[config.mk]
export PLATFORM = sky130hd
export DESIGN_NAME = apu_mix_sequencer
export DESIGN_NICKNAME = d
export VERILOG_FILES = /design/src/rtl/apu_mix_pkg.sv /design/src/rtl/mix_term_mul.sv /design/src/rtl/apu_mix_sequencer.sv
export SDC_FILE = /design/constraint.sdc
export NUM_CORES = 1
export LEC_CHECK = 0
export ABC_AREA = 1
export ABC_CLOCK_PERIOD_IN_PS = 5640
export CAP_MARGIN = 0
export CORE_MARGIN = 2
export CORE_UTILIZATION = 25
export DETAILED_ROUTE_END_ITERATION = 8
export PLACE_DENSITY_LB_ADDON = 0.08
export SETUP_SLACK_MARGIN = 0.3
export SLEW_MARGIN = 10
export SYNTH_ARGS = -nofsm -noshare
export SYNTH_HDL_FRONTEND = slang
export SYNTH_SLANG_ARGS = --single-unit
[constraint.sdc]
create_clock -name clk -period 5.64 [get_ports clk]
set_clock_uncertainty 0.15 [all_clocks]
set_input_delay 1.128 -clock clk [delete_from_list [all_inputs] [get_ports clk]]
set_output_delay 1.128 -clock clk [all_outputs]
set_load 0.01 [all_outputs]
[src/rtl/apu_mix_pkg.sv]
// apu_mix_pkg: shared types and constants for the APU stereo mix sequencer.
// Optional build macro used by the top level: APU_MIX_PEAK_EN.
package apu_mix_pkg;

    localparam int AMP_W     = 4;
    localparam int LVL_W     = 3;
    localparam int TERM_W    = 7;
    localparam int MIX_STEPS = 8;

    // Channel indices, also the value of step[2:1] while that channel is mixed.
    localparam logic [1:0] CH_PULSE1  = 2'd0;
    localparam logic [1:0] CH_PULSE2  = 2'd1;
    localparam logic [1:0] CH_PATTERN = 2'd2;
    localparam logic [1:0] CH_NOISE   = 2'd3;

    typedef logic [2:0] step_t;

    typedef enum logic [1:0] {
        IDLE = 2'd0,
        CALC = 2'd1,
        DONE = 2'd2
    } mix_state_t;

    // Everything a mix needs, captured on the accepting edge.
    typedef struct packed {
        logic [4*AMP_W-1:0] amp;
        logic [LVL_W-1:0]   lvl_so2;
        logic [LVL_W-1:0]   lvl_so1;
        logic [7:0]         dst;
    } mix_snap_t;

    // Pick one channel's 4-bit amplitude out of the packed amplitude word.
    function automatic logic [AMP_W-1:0] amp_of(input logic [4*AMP_W-1:0] amps,
                                                input logic [1:0]         ch);
        logic [AMP_W-1:0] a;
        case (ch)
            CH_PULSE1:  a = amps[3:0];
            CH_PULSE2:  a = amps[7:4];
            CH_PATTERN: a = amps[11:8];
            default:    a = amps[15:12];
        endcase
        return a;
    endfunction

endpackage

[src/rtl/mix_term_mul.sv]
// mix_term_mul: one gated, scaled mix term, (lvl + 1) * amp when enabled.
// Purely combinational; a single instance is time-shared by the sequencer.
module mix_term_mul
    import apu_mix_pkg::*;
(
    input  logic [AMP_W-1:0]  amp,
    input  logic [LVL_W-1:0]  lvl,
    input  logic              en,
    output logic [TERM_W-1:0] term
);

    logic [3:0]        w_lvl_p1;
    logic [TERM_W-1:0] w_prod;

    // lvl + 1 spans 1..8, so one extra bit is needed before multiplying.
    assign w_lvl_p1 = {1'b0, lvl} + 4'd1;
    // Largest product is 8 * 15 = 120, which fits in TERM_W bits.
    assign w_prod   = TERM_W'(w_lvl_p1) * TERM_W'(amp);
    assign term     = en ? w_prod : '0;

endmodule

[src/rtl/apu_mix_sequencer.sv]
// apu_mix_sequencer: time-multiplexed stereo mixer for the APU output stage.
// Snapshots amplitudes/volume/panning on a request, runs 8 multiply steps
// through one shared multiplier, then publishes SO1/SO2 with a valid strobe.
// Optional build macro: APU_MIX_PEAK_EN adds per-side peak-hold registers.
module apu_mix_sequencer
    import apu_mix_pkg::*;
#(
    parameter int SUM_W = 9,
    parameter int STEPS = 8
) (
    input  logic             clk,
    input  logic             n_rst,
    input  logic             sample_req,
    input  logic [15:0]      ch_amp,
    input  logic [7:0]       ch_volume,
    input  logic [7:0]       ch_dst,
    input  logic             ovr_clr,
`ifdef APU_MIX_PEAK_EN
    input  logic             peak_clr,
    output logic [SUM_W-1:0] peak_so1,
    output logic [SUM_W-1:0] peak_so2,
`endif
    output logic             busy,
    output logic             out_valid,
    output logic [SUM_W-1:0] out_so1,
    output logic [SUM_W-1:0] out_so2,
    output logic             overrun
);

    // The step counter, channel decode and side decode all assume 8 steps,
    // and 4 x 120 = 480 needs at least 9 bits.
    if (STEPS != MIX_STEPS) begin : g_bad_steps
        $error("apu_mix_sequencer: STEPS must be %0d", MIX_STEPS);
    end
    if (SUM_W < 9) begin : g_bad_sum_w
        $error("apu_mix_sequencer: SUM_W must be >= 9");
    end

    localparam step_t STEP_LAST = step_t'(MIX_STEPS - 1);

    mix_state_t        r_state;
    step_t             r_step;
    mix_snap_t         r_snap;
    logic [SUM_W-1:0]  r_acc_so1;
    logic [SUM_W-1:0]  r_acc_so2;
    logic [SUM_W-1:0]  r_out_so1;
    logic [SUM_W-1:0]  r_out_so2;
    logic              r_valid;
    logic              r_overrun;

    logic [1:0]        w_ch;
    logic              w_side;
    logic [AMP_W-1:0]  w_amp;
    logic [LVL_W-1:0]  w_lvl;
    logic              w_en;
    logic [TERM_W-1:0] w_term;
    logic [SUM_W-1:0]  w_term_ext;
    logic              w_unused_vol;

    // Volume bits 3 and 7 carry no meaning for the mixer.
    assign w_unused_vol = ^{ch_volume[7], ch_volume[3]};

    assign w_ch       = r_step[2:1];
    assign w_side     = r_step[0];
    assign w_term_ext = SUM_W'(w_term);
    assign busy       = (r_state != IDLE);

    // Route the current step's channel amplitude, side level and enable to the multiplier.
    always_comb begin
        // NOTE: every output of a combinational block gets a default first so no latch is inferred.
        w_amp = amp_of(r_snap.amp, w_ch);
        w_lvl = r_snap.lvl_so1;
        w_en  = r_snap.dst[{1'b0, w_ch}];
        if (w_side) begin
            w_lvl = r_snap.lvl_so2;
            w_en  = r_snap.dst[{1'b1, w_ch}];
        end
    end

    mix_term_mul u_mul (
        .amp  (w_amp),
        .lvl  (w_lvl),
        .en   (w_en),
        .term (w_term)
    );

    // Sequencer FSM: accept a request, walk steps 0..7, spend one cycle in DONE.
    always_ff @(posedge clk or negedge n_rst) begin
        // NOTE: state registers use non-blocking assignments so every flop samples pre-edge values.
        if (!n_rst) begin
            r_state <= IDLE;
            r_step  <= '0;
            r_snap  <= '0;
        end else begin
            case (r_state)
                IDLE: begin
                    if (sample_req) begin
                        r_snap.amp     <= ch_amp;
                        r_snap.lvl_so1 <= ch_volume[2:0];
                        r_snap.lvl_so2 <= ch_volume[6:4];
                        r_snap.dst     <= ch_dst;
                        r_step         <= '0;
                        r_state        <= CALC;
                    end
                end
                CALC: begin
                    r_step <= r_step + step_t'(1);
                    if (r_step == STEP_LAST) begin
                        r_state <= DONE;
                    end
                end
                DONE:    r_state <= IDLE;
                default: r_state <= IDLE;
            endcase
        end
    end

    // Accumulators: cleared on acceptance, one side gains a term each CALC step.
    always_ff @(posedge clk or negedge n_rst) begin
        if (!n_rst) begin
            r_acc_so1 <= '0;
            r_acc_so2 <= '0;
        end else if (r_state == IDLE && sample_req) begin
            r_acc_so1 <= '0;
            r_acc_so2 <= '0;
        end else if (r_state == CALC) begin
            if (w_side) begin
                r_acc_so2 <= r_acc_so2 + w_term_ext;
            end else begin
                r_acc_so1 <= r_acc_so1 + w_term_ext;
            end
        end
    end

    // Output words load on the DONE edge and hold; valid pulses for that one cycle.
    always_ff @(posedge clk or negedge n_rst) begin
        if (!n_rst) begin
            r_out_so1 <= '0;
            r_out_so2 <= '0;
            r_valid   <= 1'b0;
        end else begin
            r_valid <= (r_state == DONE);
            if (r_state == DONE) begin
                r_out_so1 <= r_acc_so1;
                r_out_so2 <= r_acc_so2;
            end
        end
    end

    // Sticky overrun: a request while busy is dropped and flagged; set beats clear.
    always_ff @(posedge clk or negedge n_rst) begin
        if (!n_rst) begin
            r_overrun <= 1'b0;
        end else if (sample_req && r_state != IDLE) begin
            r_overrun <= 1'b1;
        end else if (ovr_clr) begin
            r_overrun <= 1'b0;
        end
    end

    assign out_so1   = r_out_so1;
    assign out_so2   = r_out_so2;
    assign out_valid = r_valid;
    assign overrun   = r_overrun;

`ifdef APU_MIX_PEAK_EN
    logic [SUM_W-1:0] r_peak_so1;
    logic [SUM_W-1:0] r_peak_so2;

    // Peak hold: max of peak and new sum on DONE; a coincident clear loads the new sum.
    always_ff @(posedge clk or negedge n_rst) begin
        if (!n_rst) begin
            r_peak_so1 <= '0;
            r_peak_so2 <= '0;
        end else if (r_state == DONE) begin
            if (peak_clr || r_acc_so1 > r_peak_so1) begin
                r_peak_so1 <= r_acc_so1;
            end
            if (peak_clr || r_acc_so2 > r_peak_so2) begin
                r_peak_so2 <= r_acc_so2;
            end
        end else if (peak_clr) begin
            r_peak_so1 <= '0;
            r_peak_so2 <= '0;
        end
    end

    assign peak_so1 = r_peak_so1;
    assign peak_so2 = r_peak_so2;
`endif

endmodule

; Word-level counts from Yosys, hierarchy flattened
; Cells that the tools add are included.
[totals]
register_bits = 73
inputBits = 36
out_inout_bits = 21
word_cells = 62
[classes]
addsub = 4
mul = 1
order_cmp = 2
eq_ne = 8
muxes = 21
reduce_logical = 14
[ops]
columns = op, count
row1 = 9-bit two-way mux, 6
row2 = 9-bit by 7-bit adder with 9-bit output, 2
row3 = 4-bit one-hot mux with 3 select lines, 1
row4 = 2-bit AND reduction, 5
row5 = 2-bit nonzero test, 5
row6 = 4-bit by 4-bit multiplier with 7-bit output, 1
row7 = 7-bit two-way mux, 1
row8 = 3-bit two-way mux, 2
row9 = 3-bit one-hot mux with 2 select lines, 1
row10 = 1-bit two-way mux, 5
row11 = "3-bit by 1-bit adder with 4-bit output, second input constant", 1
row12 = 1-bit binary-select mux with 2-bit select, 2
row13 = "2-bit by 1-bit == test with 1-bit output, second input constant", 2
row14 = "2-bit == test, second input constant", 2
row15 = 2-bit zero test, 2
row16 = "2-bit by 4-bit < comparator with 1-bit output, second input constant", 1
row17 = "3-bit by 4-bit < comparator with 1-bit output, second input constant", 1
row18 = 2-bit two-way mux, 2
row19 = "2-bit != test, second input constant", 2
row20 = 2-bit one-hot mux with 2 select lines, 1
row21 = "3-bit by 1-bit adder with 3-bit output, second input constant", 1
row22 = "3-bit == test, second input constant", 1
row23 = 1-bit logical AND, 2
row24 = "2-bit by 1-bit != test with 1-bit output, second input constant", 1

; Logic depth before layout (Yosys ltp)
[logic_depth]
ltp_word = 8
depth_mapped = 26
ltp_nobuf = 26

; Hierarchy
; From an unflattened synthesis, not the netlist that was laid out.
[hier_totals]
hier_cells = 483
hier_area_um2 = 4250.3
[by_module_without_submodules]
columns = mod, instances, cells_per_inst, area_per_inst_um2, seq_area_each_um2
row1 = apu_mix_sequencer, 1, 398, 3733.6, 1826.8
row2 = mix_term_mul, 1, 85, 516.7, 0.0

; Worst setup path after synthesis
; No wires, ideal clock.
[synth_path]
kind = reg2reg
startpoint = register r_step[0]
endpoint = register r_acc_so2[8]
setup_time_ns = 0.119
t_arrival_ns = 4.453
required_time_ns = 5.371
path_slack_ns = 0.918
path_stages_with_launch = 26
n_path_buf = 0
synth_period_minus_slack_ns = 4.722
path_cell_list = dfrtp_1 -> inv_2 -> or2_1 -> o21ai_0 -> inv_2 -> ha_1 -> xnor2_1 -> inv_1 -> or2_2 -> fa_1 -> inv_1 -> fa_1 -> fa_1 -> inv_1 -> nor2_1 -> ha_1 -> nand2_1 -> nand2_1 -> a31oi_1 -> nor2_1 -> nor2_1 -> nand2_1 -> nand3_1 -> nand2_1 -> a21oi_1 -> nor2_1
[synth_between]
elab_chain_cells = 8
word_cells_on_any_way = 11
cone_classes = add/sub: 2 / mul: 1 / mux: 6 / reduce/logical: 2
[synth_rtl]
columns = element, line_no
row1 = from (decl), apu_mix_sequencer.sv:42  ; step_t r_step;
row2 = from (signal assigned), apu_mix_sequencer.sv:107  ; r_step <= r_step + step_t'(1);
row3 = 3-bit two-way mux, apu_mix_sequencer.sv:74  ; if (w_side) begin
row4 = 3-bit by 1-bit adder with 4-bit output, mix_term_mul.sv:16  ; assign w_lvl_p1 = {1'b0, lvl} + 4'd1;
row5 = 4-bit by 4-bit multiplier with 7-bit output, mix_term_mul.sv:18  ; assign w_prod = TERM_W'(w_lvl_p1) * TERM_W'(amp);
row6 = 7-bit two-way mux, mix_term_mul.sv:19  ; assign term = en ? w_prod : '0;
row7 = 9-bit by 7-bit adder with 9-bit output, apu_mix_sequencer.sv:128  ; r_acc_so2 <= r_acc_so2 + w_term_ext;
row8 = 9-bit two-way mux, apu_mix_sequencer.sv:127  ; if (w_side) begin
row9 = 9-bit two-way mux, apu_mix_sequencer.sv:126  ; end else if (r_state == CALC) begin
row10 = 9-bit two-way mux, apu_mix_sequencer.sv:123  ; end else if (r_state == IDLE && sample_req) begin
row11 = to (signal assigned), apu_mix_sequencer.sv:128
row12 = to (decl), apu_mix_sequencer.sv:45  ; logic [SUM_W-1:0] r_acc_so2;
; Parallel ways exist; a longest one is shown, timed or not. The select of a mux whose other input is x is not followed.
; A chain may end at the register's enable or synchronous reset.

; Worst setup path after layout
; Same ends and word-level chain as after synthesis.

==> results.tsv <==
metric	value	unit
status	completed	
synth.area.mux_share	0.00251	
ctsHoldBuffers	0	
grt_usage	0.124	
critPathMaxFanout	5	
synth_area_per_cell	8.02	µm²
fin_ws	0.734	ns
seqPwrFrac	0.268	
yosys.area_share.simple	0.260	
worstSetupEndpointType	flip-flop	
combPwrFrac	0.556	
tns	0	ns
grt_pass1_wl	15900	µm
die_width	130	µm
h-tree-depth	3	
drcViolationCount	0	
worstMarginPinSlew	0.999	ns
ys_seq_area_frac	0.458	
coreArea	15700	µm²
synth_top_cell_by_area	dfrtp_1	
finalSetupViolCount	0	
switchingPower	1420	µW
p_total	3230	µW
cts_made_buffers	9	
post-route-period-util	0.870	
synth_top_cell_area_share	0.458	
die_area	17000	µm²
clkSinkCount	73	
fin_crit	4.91	ns
ys_ff_latch	73	
synth_warnings	0	
cellPowerDensity	636	nW/µm²
wire_per_inst	12.0	µm
layout.nets	625	
synth_xor_area_frac	0.00879	
netlist_instances	497	
clockBufferDepth	2	
fillCellCount	1712	
syn-num-nets	564	
num_vias	3175	
slew_headroom	0.334	
synth_top_family_by_area	simple AND/OR/NAND/NOR gates	
clock_latency	0.35	ns
synth_compound_area_frac	0.0901	
hold_depth	2	
worstSetupPathType	flip-flop to flip-flop	
hpwl	6740	µm
fmax	0.204	GHz
clockPowerShare	0.176	
synth_fa_ha_area_frac	0.109	
wirelength	9290	µm
cts_tree	done	
utilization	0.324	
place_ws	0.380	ns
synth_area	3990	µm²
start_util	0.254	
fin_cells	777	
num_rows	46	
ant_nets	0	
synth_edf_count	0	
vias_per_cell	4.09	
ys_top_cells_by_area	dfrtp_1, nand2_1, ha_1	
switching_share	0.439	
drtPass1Iterations	4	
leakage	0.00259	µW
die_height	130	µm
rsz0062_at_grt	no	
yosysUniqueCellTypes	30	
max_cap_viol_count	0	
grt_pass1_vias	3230	
antenna_found_initial	0	
dp.cells	759	
synth_ff_type	dfrtp_1	
start_kind	flip-flop	
synthTopCellsByCount	nand2_1, dfrtp_1, inv_1	
insertedDiodeCount	0	
num_io_pins	57	
slew_viol_final	0	
io_buffers	54	
ir_drop	0.194	mV
grt_max_degree	74	
final_hold_viol_count	0	
routabilityCongestion	0.758	
critPathRequiredTime	5.72	ns
synthMostInstantiatedCell	nand2_1	
p_int	1810	µW
r2r_cells	25	
grt_overflow	0	
drt_iter0_markers	173	
crit_arrival	4.98	ns
drive_gt1_frac	0.0891	
hold_class	flip-flop to flip-flop	
clk_pin_slew	0.06	ns
cts_root_buffer	clkbuf_16	
area_growth	27.6	%
synthArstFlopShare	1.00	
[final timing paths]
kind | to | from | slack (ns)
max | r_acc_so2[8] | r_step[0] | 0.73
min | r_snap[27] | r_snap[27] | 0.32
max reg2reg | r_acc_so2[8] | r_step[0] | 0.73
min reg2reg | r_snap[27] | r_snap[27] | 0.32
max in group asynchronous | r_step[0] | n_rst | 3.82
min in group asynchronous | out_so1[0] | n_rst | 0.75
[power by group through the flow]
stage | combinational, µW | clock, µW | sequential (µW)
global placement | 1780 | 0 | 878
finish | 1800 | 568 | 866
detailed placement | 1790 | 0 | 881
global route | 2110 | 612 | 897
floorplan | 1260 | 0 | 877
CTS | 1800 | 594 | 872
[registers in the layout, summed over array words and instances, names as in the netlist]
register,count
out_so1,9
out_so2,9
out_valid,1
overrun,1
r_acc_so1,9
r_acc_so2,9
r_snap,30
r_state,2
r_step,3
[per-stage QoR]
| stage | hold slack [ns] | area, µm² |
|---|---|---|
| 2_1_floorplan | 0.284 | 3990 |
| 3_3_place_gp | 0.301 | 4760 |
| 3_5_place_dp | 0.306 | 4760 |
| 4_1_cts | 0.321 | 5050 |
| 5_1_grt | 0.343 | 5090 |
| 6_report | 0.319 | 5090 |
[placed cells by master (no fill, tap or decap), types with 9 or more instances in the layout]
| cell | count |
|---|---|
| nor2_1 | 32 |
| inv_1 | 55 |
| clkdlybuf4s50_1 | 53 |
| clkbuf_16 | 9 |
| dfrtp_1 | 72 |
| nand3_1 | 12 |
| a21oi_1 | 13 |
| o21ai_0 | 41 |
| nand2_1 | 178 |
| nand2_2 | 9 |
| ha_1 | 25 |
| buf_4 | 9 |
| o22ai_1 | 9 |
[critical path: stages, from the launching register on]
cell and delay, ns:
dfrtp_2 0.43, inv_2 0.04, or2_1 0.21, o21ai_2 0.09
inv_2 0.08, ha_1 0.19, xnor2_1 0.15, inv_1 0.09
or2_2 0.29, fa_1 0.48, inv_1 0.05, fa_1 0.52
fa_1 0.54, inv_1 0.04, nor2_2 0.18, ha_1 0.30
nand2_1 0.08, nand2_1 0.04, a31oi_1 0.21, nor2_1 0.08
nor2_1 0.10, nand2_1 0.08, nand3_1 0.08, nand2_1 0.07
a21oi_1 0.13, nor2_1 0.06
[per-layer routing]
metal / share of wire / global-route usage / vias up
met5: 0 / 0 / -
met4: 0.024 / 0.0639 / 0
met3: 0.026 / 0.0271 / 14
met2: 0.46 / 0.195 / 44
met1: 0.49 / 0.160 / 1431
li1: - / - / 1686
[logic make-up (layout without fill, tap and decap cells)]
kind of cell	after synthesis	in the layout
AND/OR/NAND/NOR	249	249
adder cells (fa/ha/maj)	31	31
buffers and inverters	71	135
XOR/XNOR	4	4
AO/OA/AOI/OAI	68	68
multiplexers	1	1
flip-flops	73	73
[cell type report]
type	instances	area (µm²)	share of cell area
Tap cell	216	270	0.0531
Inverter	59	221	0.0435
Multi-Input combinational cell	353	1880	0.370
Sequential cell	73	1830	0.359
Clock buffer	11	243	0.0477
Timing Repair Buffer	62	598	0.118
Clock inverter	3	42.5	0.00836
[what timing repair did]
action	CTS	global route
resized for setup	0	4
setup buffers	0	4
setup endpoints to repair	0	6
Note: power is estimated with default switching activity, not from simulation.
